**src/rtl/ship_pkg.sv**
```systemverilog
// Shared types and helpers for the multi-string GRB ship sequencer.
// The ERR state is only reachable when SHIP_TIMEOUT_EN is defined.
package ship_pkg;

  typedef enum logic [2:0] {
    IDLE    = 3'd0,
    SHIP    = 3'd1,
    GAP     = 3'd2,
    LATCH   = 3'd3,
    DBOUNCE = 3'd4,
    ERR     = 3'd5
  } state_t;

  localparam int DEFAULT_LATCH_CYCLES = 6000;

  // Width of a string index; a single string still gets one bit.
  function automatic int ch_w(input int n);
    return (n <= 1) ? 1 : $clog2(n);
  endfunction

endpackage

```
**src/rtl/ship_next_ch.sv**
```systemverilog
// Priority encoder: lowest set bit of mask strictly above cur, or the lowest
// set bit overall when from_start is high.
module ship_next_ch
  import ship_pkg::*;
#(
  parameter  int NUM_CH = 4,
  localparam int CH_W   = ch_w(NUM_CH)
) (
  input  logic [NUM_CH-1:0] mask,
  input  logic [CH_W-1:0]   cur,
  input  logic              from_start,
  output logic [CH_W-1:0]   next,
  output logic              valid
);

  // Scanning downwards leaves the lowest qualifying bit as the final winner.
  always_comb begin
    next  = '0;
    valid = 1'b0;
    for (int i = NUM_CH - 1; i >= 0; i--) begin
      if (mask[i] && (from_start || (i > int'(cur)))) begin
        next  = CH_W'(i);
        valid = 1'b1;
      end
    end
  end

endmodule

```
**src/rtl/ship_sequencer.sv**
```systemverilog
// Sequences GRB shipping across NUM_CH strings in mask order, then holds the
// WS2812 latch gap. Optional SHIP watchdog enabled by defining SHIP_TIMEOUT_EN.
module ship_sequencer
  import ship_pkg::*;
#(
  parameter  int NUM_CH         = 4,
  parameter  int LATCH_CYCLES   = DEFAULT_LATCH_CYCLES,
  parameter  int FCNT_W         = 8,
  parameter  int TIMEOUT_CYCLES = 1000000,
  localparam int CH_W           = ch_w(NUM_CH)
) (
  input  logic              clk,
  input  logic              reset,
  input  logic              go,
  input  logic              done,
  input  logic              in_loop,
  input  logic [NUM_CH-1:0] ch_mask,
  output logic [NUM_CH-1:0] ship_grb,
  output logic [CH_W-1:0]   ch_sel,
  output logic              latching,
  output logic              busy,
  output logic              frame_done,
  output logic [FCNT_W-1:0] frame_cnt,
  output logic              timeout_err,
  output state_t            dbg_state
);

  localparam int LW = (LATCH_CYCLES <= 1) ? 1 : $clog2(LATCH_CYCLES);

  // Handshake: ship_grb holds one-hot on the active string from the first SHIP
  // cycle until done is sampled high on a clk edge; done has no effect elsewhere.
  state_t              state_q, state_d;
  logic [CH_W-1:0]     ch_sel_q, ch_sel_d;
  logic [NUM_CH-1:0]   mask_q, mask_d;
  logic [LW-1:0]       lcnt_q, lcnt_d;
  logic [FCNT_W-1:0]   fcnt_q, fcnt_d;
  logic [NUM_CH-1:0]   ship_grb_q;
  logic [CH_W-1:0]     first_ch, next_ch;
  logic                start_ok, more_ok, last_latch;

`ifdef SHIP_TIMEOUT_EN
  localparam int WD_W = (TIMEOUT_CYCLES <= 1) ? 1 : $clog2(TIMEOUT_CYCLES);
  logic [WD_W-1:0]     wdog_q, wdog_d;
`endif

  ship_next_ch #(.NUM_CH(NUM_CH)) u_first (
    .mask       (ch_mask),
    .cur        ('0),
    .from_start (1'b1),
    .next       (first_ch),
    .valid      (start_ok)
  );

  ship_next_ch #(.NUM_CH(NUM_CH)) u_next (
    .mask       (mask_q),
    .cur        (ch_sel_q),
    .from_start (1'b0),
    .next       (next_ch),
    .valid      (more_ok)
  );

  assign last_latch = (state_q == LATCH) && (lcnt_q == LW'(LATCH_CYCLES - 1));

  always_comb begin
    state_d  = state_q;
    ch_sel_d = ch_sel_q;
    mask_d   = mask_q;
    lcnt_d   = lcnt_q;
    fcnt_d   = fcnt_q;
`ifdef SHIP_TIMEOUT_EN
    wdog_d   = wdog_q;
`endif
    case (state_q)
      IDLE: begin
        if (go && start_ok) begin
          mask_d   = ch_mask;
          ch_sel_d = first_ch;
          state_d  = SHIP;
`ifdef SHIP_TIMEOUT_EN
          wdog_d   = '0;
`endif
        end
      end
      SHIP: begin
        if (done) begin
          if (more_ok) begin
            state_d = GAP;
          end else begin
            state_d = LATCH;
            lcnt_d  = '0;
          end
        end
`ifdef SHIP_TIMEOUT_EN
        else if (wdog_q == WD_W'(TIMEOUT_CYCLES - 1)) begin
          state_d = ERR;
        end else begin
          wdog_d = wdog_q + 1'b1;
        end
`endif
      end
      GAP: begin
        ch_sel_d = next_ch;
        state_d  = SHIP;
`ifdef SHIP_TIMEOUT_EN
        wdog_d   = '0;
`endif
      end
      LATCH: begin
        lcnt_d = lcnt_q + 1'b1;
        if (last_latch) begin
          fcnt_d = fcnt_q + 1'b1;
          // The loop restart re-samples ch_mask; an empty mask ends the run.
          if (in_loop && go && start_ok) begin
            mask_d   = ch_mask;
            ch_sel_d = first_ch;
            state_d  = SHIP;
`ifdef SHIP_TIMEOUT_EN
            wdog_d   = '0;
`endif
          end else if (!in_loop && go) begin
            state_d = DBOUNCE;
          end else begin
            state_d = IDLE;
          end
        end
      end
      DBOUNCE: begin
        if (!go) state_d = IDLE;
      end
`ifdef SHIP_TIMEOUT_EN
      ERR: begin
        if (!go) state_d = IDLE;
      end
`endif
      default: state_d = IDLE;
    endcase
  end

  always_ff @(posedge clk or negedge reset) begin
    if (!reset) begin
      state_q    <= IDLE;
      ch_sel_q   <= '0;
      mask_q     <= '0;
      lcnt_q     <= '0;
      fcnt_q     <= '0;
      ship_grb_q <= '0;
`ifdef SHIP_TIMEOUT_EN
      wdog_q     <= '0;
`endif
    end else begin
      state_q    <= state_d;
      ch_sel_q   <= ch_sel_d;
      mask_q     <= mask_d;
      lcnt_q     <= lcnt_d;
      fcnt_q     <= fcnt_d;
      ship_grb_q <= (state_d == SHIP) ? (NUM_CH'(1) << ch_sel_d) : '0;
`ifdef SHIP_TIMEOUT_EN
      wdog_q     <= wdog_d;
`endif
    end
  end

  assign ship_grb   = ship_grb_q;
  assign ch_sel     = ch_sel_q;
  assign latching   = (state_q == LATCH);
  assign busy       = (state_q != IDLE);
  assign frame_done = last_latch;
  assign frame_cnt  = fcnt_q;
  assign dbg_state  = state_q;
`ifdef SHIP_TIMEOUT_EN
  assign timeout_err = (state_q == ERR);
`else
  assign timeout_err = 1'b0;
`endif

endmodule

```
**config.mk**
```make
export PLATFORM = sky130hd
export DESIGN_NAME = ship_sequencer
export DESIGN_NICKNAME = d
export VERILOG_FILES = /design/src/rtl/ship_pkg.sv /design/src/rtl/ship_next_ch.sv /design/src/rtl/ship_sequencer.sv
export SDC_FILE = /design/constraint.sdc
export NUM_CORES = 1
export LEC_CHECK = 0
export BUFFER_PORTS_ARGS = -buffer_cell sky130_fd_sc_hd__buf_2
export CAP_MARGIN = 15
export CORE_MARGIN = 2
export CORE_UTILIZATION = 42
export DETAILED_ROUTE_END_ITERATION = 6
export HOLD_SLACK_MARGIN = 0.05
export PLACE_DENSITY = 0.68
export SYNTH_ARGS = -nofsm -noshare
export SYNTH_HDL_FRONTEND = slang
export SYNTH_HIERARCHICAL = 1
export SYNTH_SLANG_ARGS = --single-unit
```
**constraint.sdc**
```tcl
create_clock -name clk -period 3 [get_ports clk]
set_input_delay 0.6 -clock clk [delete_from_list [all_inputs] [get_ports clk]]
set_output_delay 0.6 -clock clk [all_outputs]
set_load 0.03 [all_outputs]
```
==> results by group, run 1 <==
Route
  • DR iter-0 viols: 92
  • Via/cell ratio: 5.10
  • Antenna Nets Post-Route: 0
  • Via count: 1539
  • DR DRC count: 0
  • Detailed Routing Iterations Pass 1: 4
  • Drt wl/cell: 12.7 µm
  • Final WL: 3850 µm

Worst setup path
  • CP startpoint kind: register
  • CP endpoint kind: primary output
  • Worst R2R End: ship_grb[2]
  • Kind of critical path: reg2out
  • Reg-to-reg startpoint: lcnt_q[0]
  • Req. time, crit path: 2.40 ns
  • WP data arrival: 1.95 ns
  • Crit Path Max Fanout: 4
  • Cells on worst reg2reg path: 6
  • R2R Setup Slk: 0.71 ns

Clock network
  • CTS H-Tree Depth: 2
  • Clock transition at the registers of the reported paths: 0.08 ns
  • CTS Hold Buffers Added: 0
  • CTS max path bufs: 2
  • Post-cts resize count: 0
  • CTS Buf Count: 5
  • Setup bufs post-CTS: 0
  • Worst-skew pair later-pin latency: 0.29 ns
  • Clk sinks: 34
  • Clock Tree Root: clkbuf_8
  • TritonCTS clock tree: yes

Synth
  • Synth area leader: dfrtp_1
  • Cell area after synthesis: 1870 µm²
  • Synth cell count leaders: dfrtp_1, nor2_1, nand2_1
  • Mapped Cells: 197
  • Synth Area per Inst: 9.49 µm²
  • Top-count cell post-synth: dfrtp_1
  • Top post-synthesis cells by area: dfrtp_1, xnor2_1, nor2_1
  • Netlist cell types: 42
  • Post-synth top flop: dfrtp_1
  • EDFF count, synth: 0
  • Synth top area share: 45.5%
  • Fraction of registers with async set/reset: 100%
  • Flops & latches, synth: 34
  • Synth warn: 6
  • Seq/Total Area, Yosys: 45.5%

Floorplanning
  • # IOs: 30
  • DIE WIDTH: 70.7 µm
  • Row count: 24
  • Die Area: 5000 µm²
  • Die Ht: 70.7 µm
  • Initial Util: 43.2%
  • Core ar.: 4320 µm²

Run status
  • Outcome: completed

Hold path
  • Worst Hold Class: in2async

Global routing
  • Initial antenna violation count: 0
  • Vias in the first global route: 1454
  • Gr ovfl total: 0
  • Largest net degree at the start of global routing: 35
  • Total GRT Usage: 16.7%
  • First-pass GRT wire length: 6700 µm

Cells and area
  • Antenna diodes: 0
  • Design Area, Final: 2240 µm²
  • # nets final: 260
  • Area grow syn2layout: 20.1%
  • Layout cells sized above 1: 18.8%

Power
  • Cell Pwr Density: 758 nW/µm²
  • Leakage: 1.11 nW
  • VDD IR max: 336 µV
  • Design Power: 1.70 mW

STA
  • Max Fclk: 392 MHz
  • Fin Hold WS: 0.357 ns
  • Hold Vio Cnt, Final: 0
  • Worst slew margin: 52.3%
  • Setup Skew: 0.0125 ns
  • Final setup fails: 0
  • Period utilization: 85.0%
  • Max Slew Vio Count: 0
  • Worst Tran Pin Value: 0.715 ns
  • Setup TNS: 0 ns
  • Min cycle time layout: 2.55 ns
  • RSZ-0062 raised after global routing: false

Placement
  • IO buf count: 28
  • Placed Area: 2150 µm²
  • RD Place Congestion: 0.824
  • Detail Placement HPWL: 2820 µm

Run
  • Max cap viols: 0
[worst max-delay path, stage by stage (launching register included)]
cell and delay (ns):
dfrtp_1 0.38, ha_1 0.18, or4b_4 0.51, nor4_4 0.33
buf_2 0.26
[registers in the layout, indices dropped and copies added, names as in the netlist]
register	count
mask_q	4
lcnt_q	13
dbg_state	3
ch_sel	2
frame_cnt	8
ship_grb	4
[layout make-up]
cell class              instances  area, µm²
clock inverters                 1       5.00
fillers                       415       2080
well taps                      52       65.1
repair buffers                 33        178
inverters                       8       30.0
multi-input cells             167       1030
clock buffers                   7       86.3
flip-flops and latches         34        851
[metrics by stage]
step	setup WS (ns)	instances	utilization, %
global route	0.369	302	51.9
CTS	0.440	302	51.9
floorplan	0.499	213	-
finish	0.450	302	51.9
global placement	0.741	294	49.8
detailed placement	0.672	294	49.8
[routing by layer]
metal  wire, µm  up-vias  track usage, %  share of wire [%]
li1           -      785               -                  -
met1       1930      697            24.3                 50
met2       1620       50            24.9                 42
met3        250        7            4.13                6.5
met4         48        0            5.03                1.2
met5          0        -               0                  0
[cells in the final DEF, fill, tap and decap left out, types with 2 or more instances in the layout]
cell,synthesis,final
a2bb2oi_1,2,2
nand4_1,6,6
nand2b_1,5,5
and3b_1,2,2
nor2b_1,6,6
nand3_1,10,10
a32oi_1,2,2
xor2_1,7,7
mux2_1,4,4
nor3_1,11,11
o21ai_0,10,10
or3_1,2,2
clkbuf_8,0,6
xnor2_1,9,9
nor4_1,2,2
nor2_1,20,20
conb_1,2,18
inv_1,8,8
o21ba_1,2,2
nand2_1,16,16
a211o_1,2,2
mux2_2,2,2
buf_4,1,5
buf_2,0,28
dfrtp_1,34,34
ha_1,2,2
and3_1,3,3
mux2i_1,3,3
a21oi_1,7,7
[power by group]
group	switching (mW)	leakage, nW	internal (mW)	total (mW)
Clock	0.163	0.0482	0.185	0.348
Combinational	0.414	0.611	0.256	0.670
Sequential	0.121	0.452	0.562	0.684
[cell families after synthesis]
kind of cell | after synthesis | synth area share, %
other | 2 | 0.402
adder cells (fa/ha/maj) | 2 | 1.34
buffers and inverters | 12 | 2.61
flip-flops | 34 | 45.5
multiplexers | 9 | 5.22
AO/OA/AOI/OAI | 33 | 12.2
AND/OR/NAND/NOR | 89 | 25.2
XOR/XNOR | 16 | 7.50
[worst max-delay path by stage]
stage               slack, ns  startpoint  cells past startpoint          end
finish                   0.45   lcnt_q[0]                      4   frame_done
global route             0.37   lcnt_q[0]                      4   frame_done
CTS                      0.44   lcnt_q[0]                      4   frame_done
detailed placement       0.67  ch_mask[3]                     10  ship_grb[3]
global placement         0.74   lcnt_q[0]                      4   frame_done
floorplan                0.50   lcnt_q[0]                      6    mask_q[0]
(Power assumes the default switching activity.)
==> run 2: changes to the inputs <==
BUFFER_PORTS_ARGS = -buffer_cell sky130_fd_sc_hd__buf_4   (was -buffer_cell sky130_fd_sc_hd__buf_2)
==> results by group, run 2 (synthesized netlist as in run 1, its figures left out) <==
Run status
  • Outcome: completed

Cells and area
  • Max reg flops: 13 (unchanged)
  • Commonest non-fill, non-tap cell in the layout: dfrtp_1
  • Design Area, Final: 2310 µm² (+2.8%)
  • Area grow syn2layout: 23.4%
  • Layout cells sized above 1: 18.5% (-0.33 points)
  • FILL cells: 416 (+0.24%)
  • Largest Register: lcnt_q
  • Antenna diodes: 0 (unchanged)
  • # nets final: 259 (-0.38%)
  • Most frequent cells in the layout: dfrtp_1, buf_4, nor2_1

STA
  • Setup Skew: 0.00625 ns (-0.00621 ns)
  • Max Fclk: 371 MHz (-5.5%)
  • Min cycle time layout: 2.70 ns (+0.147 ns)
  • Setup TNS: 0 ns (unchanged)
  • Hold Vio Cnt, Final: 0 (unchanged)
  • RSZ-0062 raised after global routing: false
  • Worst slew margin: 58.2% (+5.8 points)
  • Period utilization: 89.9% (+4.9 points)
  • Final setup fails: 0 (unchanged)
  • Max Slew Vio Count: 0 (unchanged)
  • Worst Tran Pin Value: 0.621 ns (-0.0943 ns)

Clock network
  • Post-cts resize count: 0 (unchanged)
  • Clock transition at the registers of the reported paths: 0.07 ns (about the same)
  • CTS max path bufs: 2 (unchanged)
  • TritonCTS clock tree: yes
  • Clk sinks: 34 (unchanged)
  • CTS Buf Count: 5 (unchanged)
  • CTS Hold Buffers Added: 0 (unchanged)
  • Clock Tree Root: clkbuf_8
  • Worst-skew pair later-pin latency: 0.29 ns (about the same)
  • CTS H-Tree Depth: 2 (unchanged)
  • Setup bufs post-CTS: 0 (unchanged)

Global routing
  • Gr ovfl total: 0 (unchanged)
  • First-pass GRT wire length: 7260 µm (+8.3%)
  • Total GRT Usage: 18.5% (+1.8 points)
  • Vias in the first global route: 1484 (+2.1%)
  • Largest net degree at the start of global routing: 35 (unchanged)
  • Initial antenna violation count: 0 (unchanged)

Power
  • Leakage: 1.12 nW (+0.52%)
  • VDD IR max: 408 µV (+21%)
  • Cell Pwr Density: 755 nW/µm² (-0.44%)

Worst setup path
  • CP startpoint kind: register
  • Reg-to-reg startpoint: ch_sel[1]
  • WP data arrival: 2.10 ns (+0.15 ns)
  • Cells on worst reg2reg path: 9 (+3)
  • Kind of critical path: reg2out
  • Req. time, crit path: 2.40 ns (about the same)
  • CP endpoint kind: primary output
  • Crit Path Max Fanout: 7 (+3)
  • Critical path origin: lcnt_q[0]

Route
  • Via count: 1525 (-0.91%)
  • DR DRC count: 0 (unchanged)
  • Via/cell ratio: 5.07 (-0.58%)
  • DR iter-0 viols: 110 (+20%)
  • Antenna Nets Post-Route: 0 (unchanged)
  • Detailed Routing Iterations Pass 1: 5 (+1)
  • Final WL: 4000 µm (+3.9%)
  • Drt wl/cell: 13.3 µm (+4.2%)

Run
  • Max cap viols: 0 (unchanged)

Floorplanning
  • Row count: 24 (unchanged)
  • Initial Util: 43.2% (unchanged)
  • DIE WIDTH: 70.7 µm (unchanged)
  • Die Ht: 70.7 µm (unchanged)
  • Die Area: 5000 µm² (unchanged)
  • Core ar.: 4320 µm² (unchanged)
  • # IOs: 30 (unchanged)

Placement
  • RD Place Congestion: 0.790 (-4.1%)
  • Detail Placement HPWL: 2920 µm (+3.3%)
  • Placed Area: 2220 µm² (+2.9%)
  • IO buf count: 28 (unchanged)

Hold path
  • Worst Hold Class: in2async
==> run 2: cell types whose count changed in the layout (fill, tap and decap cells not counted), sizes merged <==
cell,change
buf,-1
==> run 2: final cells by class <==
class	instances	area, µm²	share of cell area, %
multi-input combinational	167	1030	44.6
sequential	34	851	36.9
timing repair buffer	32	240	10.4
clock buffer	7	86.3	3.74
tap	52	65.1	2.82
inverter	8	30.0	1.30
clock inverter	1	5.00	0.217
==> run 2: worst max-delay path, cell delays in order, from the launching register on <==
cell and delay [ns]:
dfrtp_1 0.39, ha_1 0.18, or4b_4 0.51, nor4_4 0.34, buf_4 0.22, buf_4 0.17
==> run 2: path summary, 6_finish.rpt <==
kind                                 to  slack [ns]
max                          frame_done        0.30
min                        dbg_state[1]        0.24
max reg2reg                   lcnt_q[9]        0.70
min reg2reg                frame_cnt[7]        0.48
max in group asynchronous     ch_sel[0]        2.45
min in group clk           frame_cnt[7]        0.48
==> run 2: where the power goes <==
group	internal [mW]	switching [mW]	leakage [nW]	total (mW)
registers	0.562	0.122	0.452	0.685
logic	0.286	0.418	0.617	0.704
clock network	0.185	0.168	0.0482	0.353
==> run 2: stage by stage <==
stage	power, mW	worst slack [ns]	hold slack (ns)	instances	util [%]
6_report	1.74	0.303	0.241	301	53.4
5_1_grt	1.87	0.214	0.273	301	53.4
2_1_floorplan	1.16	0.499	0.304	213	-
3_3_place_gp	1.38	0.592	0.460	293	51.2
3_5_place_dp	1.39	0.514	0.464	293	51.2
4_1_cts	1.75	0.295	0.254	301	53.4
==> run 2: layer usage <==
| layer | track usage (%) | routed length [µm] | vias up |
|---|---|---|---|
| li1 | - | - | 778 |
| met1 | 27.0 | 1930 | 695 |
| met2 | 25.2 | 1690 | 43 |
| met3 | 5.70 | 278 | 9 |
| met4 | 8.18 | 91 | 0 |
| met5 | 0 | 0 | - |
==> run 3: changes to the inputs <==
--- a/config.mk
+++ b/config.mk
@@ -7,2 +7,3 @@
 export LEC_CHECK = 0
+export ABC_AREA = 1
 export BUFFER_PORTS_ARGS = -buffer_cell sky130_fd_sc_hd__buf_4
@@ -12,4 +13,4 @@
 export DETAILED_ROUTE_END_ITERATION = 6
-export HOLD_SLACK_MARGIN = 0.05
-export PLACE_DENSITY = 0.68
+export HOLD_SLACK_MARGIN = 0.03
+export PLACE_DENSITY = 0.67
 export SYNTH_ARGS = -nofsm -noshare
==> constraint.sdc (replaced) <==
create_clock -name clk -period 3 [get_ports clk]
set_input_delay 0.3 -clock clk [delete_from_list [all_inputs] [get_ports clk]]
set_output_delay 0.3 -clock clk [all_outputs]
set_load 0.03 [all_outputs]
==> results by group, run 3 <==
Run status
  • Outcome: completed

Run
  • Max cap viols: 0 (unchanged)

Synth
  • Synth warn: 6 (unchanged)
  • Synth area leader: dfrtp_1
  • Seq/Total Area, Yosys: 39.6% (-5.9 points)
  • Flops & latches, synth: 34 (unchanged)
  • Synth top area share: 39.6% (-5.9 points)
  • Top post-synthesis cells by area: dfrtp_1, nand2_1, inv_1
  • Netlist cell types: 34 (-19%)
  • EDFF count, synth: 0 (unchanged)
  • Fraction of registers with async set/reset: 100% (unchanged)
  • Cell area after synthesis: 2150 µm² (+15%)
  • Synth Area per Inst: 7.98 µm² (-16%)
  • Synth cell count leaders: nand2_1, dfrtp_1, inv_1
  • Top-count cell post-synth: nand2_1
  • Mapped Cells: 269 (+37%)
  • Post-synth top flop: dfrtp_1

Cells and area
  • Area grow syn2layout: 18.9%
  • Most frequent cells in the layout: nand2_1, inv_1, dfrtp_1
  • Largest Register: lcnt_q
  • Max reg flops: 13 (unchanged)
  • Final Non-Filler Cells: 381 (+27%)
  • # nets final: 321 (+24%)
  • Antenna diodes: 0 (unchanged)
  • Final core occ: 51.0% (-2.4 points)
  • Layout cells sized above 1: 26.0% (+7.6 points)
  • Design Area, Final: 2550 µm² (+11%)
  • Commonest non-fill, non-tap cell in the layout: nand2_1
  • FILL cells: 516 (+24%)

STA
  • Final setup fails: 0 (unchanged)
  • RSZ-0062 raised after global routing: false
  • Setup TNS: 0 ns (unchanged)
  • Fin Hold WS: 0.234 ns (-0.00666 ns)
  • Min cycle time layout: 2.08 ns (-0.620 ns)
  • Max Fclk: 481 MHz (+30%)
  • Period utilization: 69.3% (-21 points)
  • Hold Vio Cnt, Final: 0 (unchanged)
  • Setup Skew: 0.00762 ns (+0.00137 ns)
  • Max Slew Vio Count: 0 (unchanged)

Route
  • Drt wl/cell: 11.7 µm (-12%)
  • DR DRC count: 0 (unchanged)
  • Via/cell ratio: 4.70 (-7.3%)
  • Detailed Routing Iterations Pass 1: 5 (unchanged)
  • Antenna Nets Post-Route: 0 (unchanged)
  • DR iter-0 viols: 146 (+33%)
  • Via count: 1790 (+17%)
  • Final WL: 4440 µm (+11%)

Clock network
  • Clk sinks: 34 (unchanged)
  • CTS max path bufs: 2 (unchanged)
  • Setup bufs post-CTS: 0 (unchanged)
  • CTS Hold Buffers Added: 1 (+1)
  • Clock Tree Root: clkbuf_8
  • Clock transition at the registers of the reported paths: 0.07 ns (about the same)
  • CTS H-Tree Depth: 2 (unchanged)
  • Post-cts resize count: 0 (unchanged)
  • Worst-skew pair later-pin latency: 0.28 ns (about the same)
  • CTS Buf Count: 5 (unchanged)
  • TritonCTS clock tree: yes

Floorplanning
  • Die Area: 5700 µm² (+14%)
  • DIE WIDTH: 75.5 µm (+6.8%)
  • # IOs: 30 (unchanged)
  • Row count: 26 (+8.3%)
  • Die Ht: 75.5 µm (+6.8%)
  • Initial Util: 42.9% (-0.37 points)
  • Core ar.: 5010 µm² (+16%)

Placement
  • RD Place Congestion: 0.907 (+15%)
  • Placed insts: 372 (+27%)
  • Detail Placement HPWL: 3480 µm (+19%)
  • Placed Area: 2450 µm² (+11%)
  • IO buf count: 28 (unchanged)

Global routing
  • First-pass GRT wire length: 7420 µm (+2.2%)
  • Largest net degree at the start of global routing: 35 (unchanged)
  • Gr ovfl total: 0 (unchanged)
  • Vias in the first global route: 1697 (+14%)
  • Total GRT Usage: 17.1% (-1.4 points)
  • Initial antenna violation count: 0 (unchanged)

Worst setup path
  • CP endpoint kind: primary output
  • CP startpoint kind: register
  • WP data arrival: 1.78 ns (-0.32 ns)
  • Req. time, crit path: 2.70 ns (+0.30 ns)
  • Crit Path Max Fanout: 5 (-2)
  • Kind of critical path: reg2out

Power
  • Cell Pwr Density: 797 nW/µm² (+5.6%)
  • Leakage: 1.28 nW (+14%)
  • VDD IR max: 532 µV (+30%)

Hold path
  • Worst Hold Class: in2reg
run 3: worst paths after layout:
path | slack, ns | cells past startpoint | from | to
hold / removal | 0.23 | 3 | ch_mask[0] | mask_q[0]
setup / recovery | 0.92 | 6 | lcnt_q[0] | frame_done
hold reg to reg | 0.51 | 1 | frame_cnt[4] | frame_cnt[4]
min in group asynchronous | 0.49 | 2 | reset | mask_q[0]
max in group asynchronous | 2.18 | 2 | reset | lcnt_q[10]
setup reg to reg | 1.12 | 9 | dbg_state[0] | ship_grb[2]
run 3: power by group:
part           internal, mW  switching [mW]
Clock                 0.185           0.168
Combinational         0.326           0.631
Sequential            0.589           0.136
Total                  1.10           0.935
run 3: per-layer routing:
metal  GRT usage (%)  part of all wire [%]
met1            22.7                    47
met2            28.4                    48
met4            4.87                  0.70
met3            3.57                   3.9
met5               0                     0
run 3: logic make-up (layout without fill, tap and decap cells):
family	after synthesis	count (layout)	synth area share (%)
AOI/OAI and AO/OA	32	32	10.3
xor gates and xnor gates	14	14	5.71
adders and majority gates	2	2	1.17
buffers and inverters	47	82	8.80
DFF	34	34	39.6
other	2	9	0.350
and+or+nand+nor	138	138	34.0
run 3: worst max-delay path, cell delays in order, from the launching register on:
cell     delay [ns]
dfrtp_1        0.41
ha_1           0.30
nand3_4        0.15
nor2_2         0.18
nand2_4        0.11
nor2_4         0.14
buf_4          0.19
run 3: cell type report:
type                       count  area (µm²)  share of cell area [%]
clock buffer                   7        86.3                    3.38
clock inverter                 1        5.00                   0.196
inverter                      45         170                    6.66
multi-input combinational    195        1130                    44.4
sequential                    34         851                    33.3
tap                           70        87.6                    3.43
timing repair buffer          29         220                    8.62
run 3: metrics by stage:
stage | setup slack (ns) | total power, mW
final | 0.922 | 2.04
after global routing | 0.793 | 2.19
after CTS | 0.930 | 2.05
after detailed placement | 1.12 | 1.69
after global placement | 1.13 | 1.68
after floorplan | 1.22 | 1.45
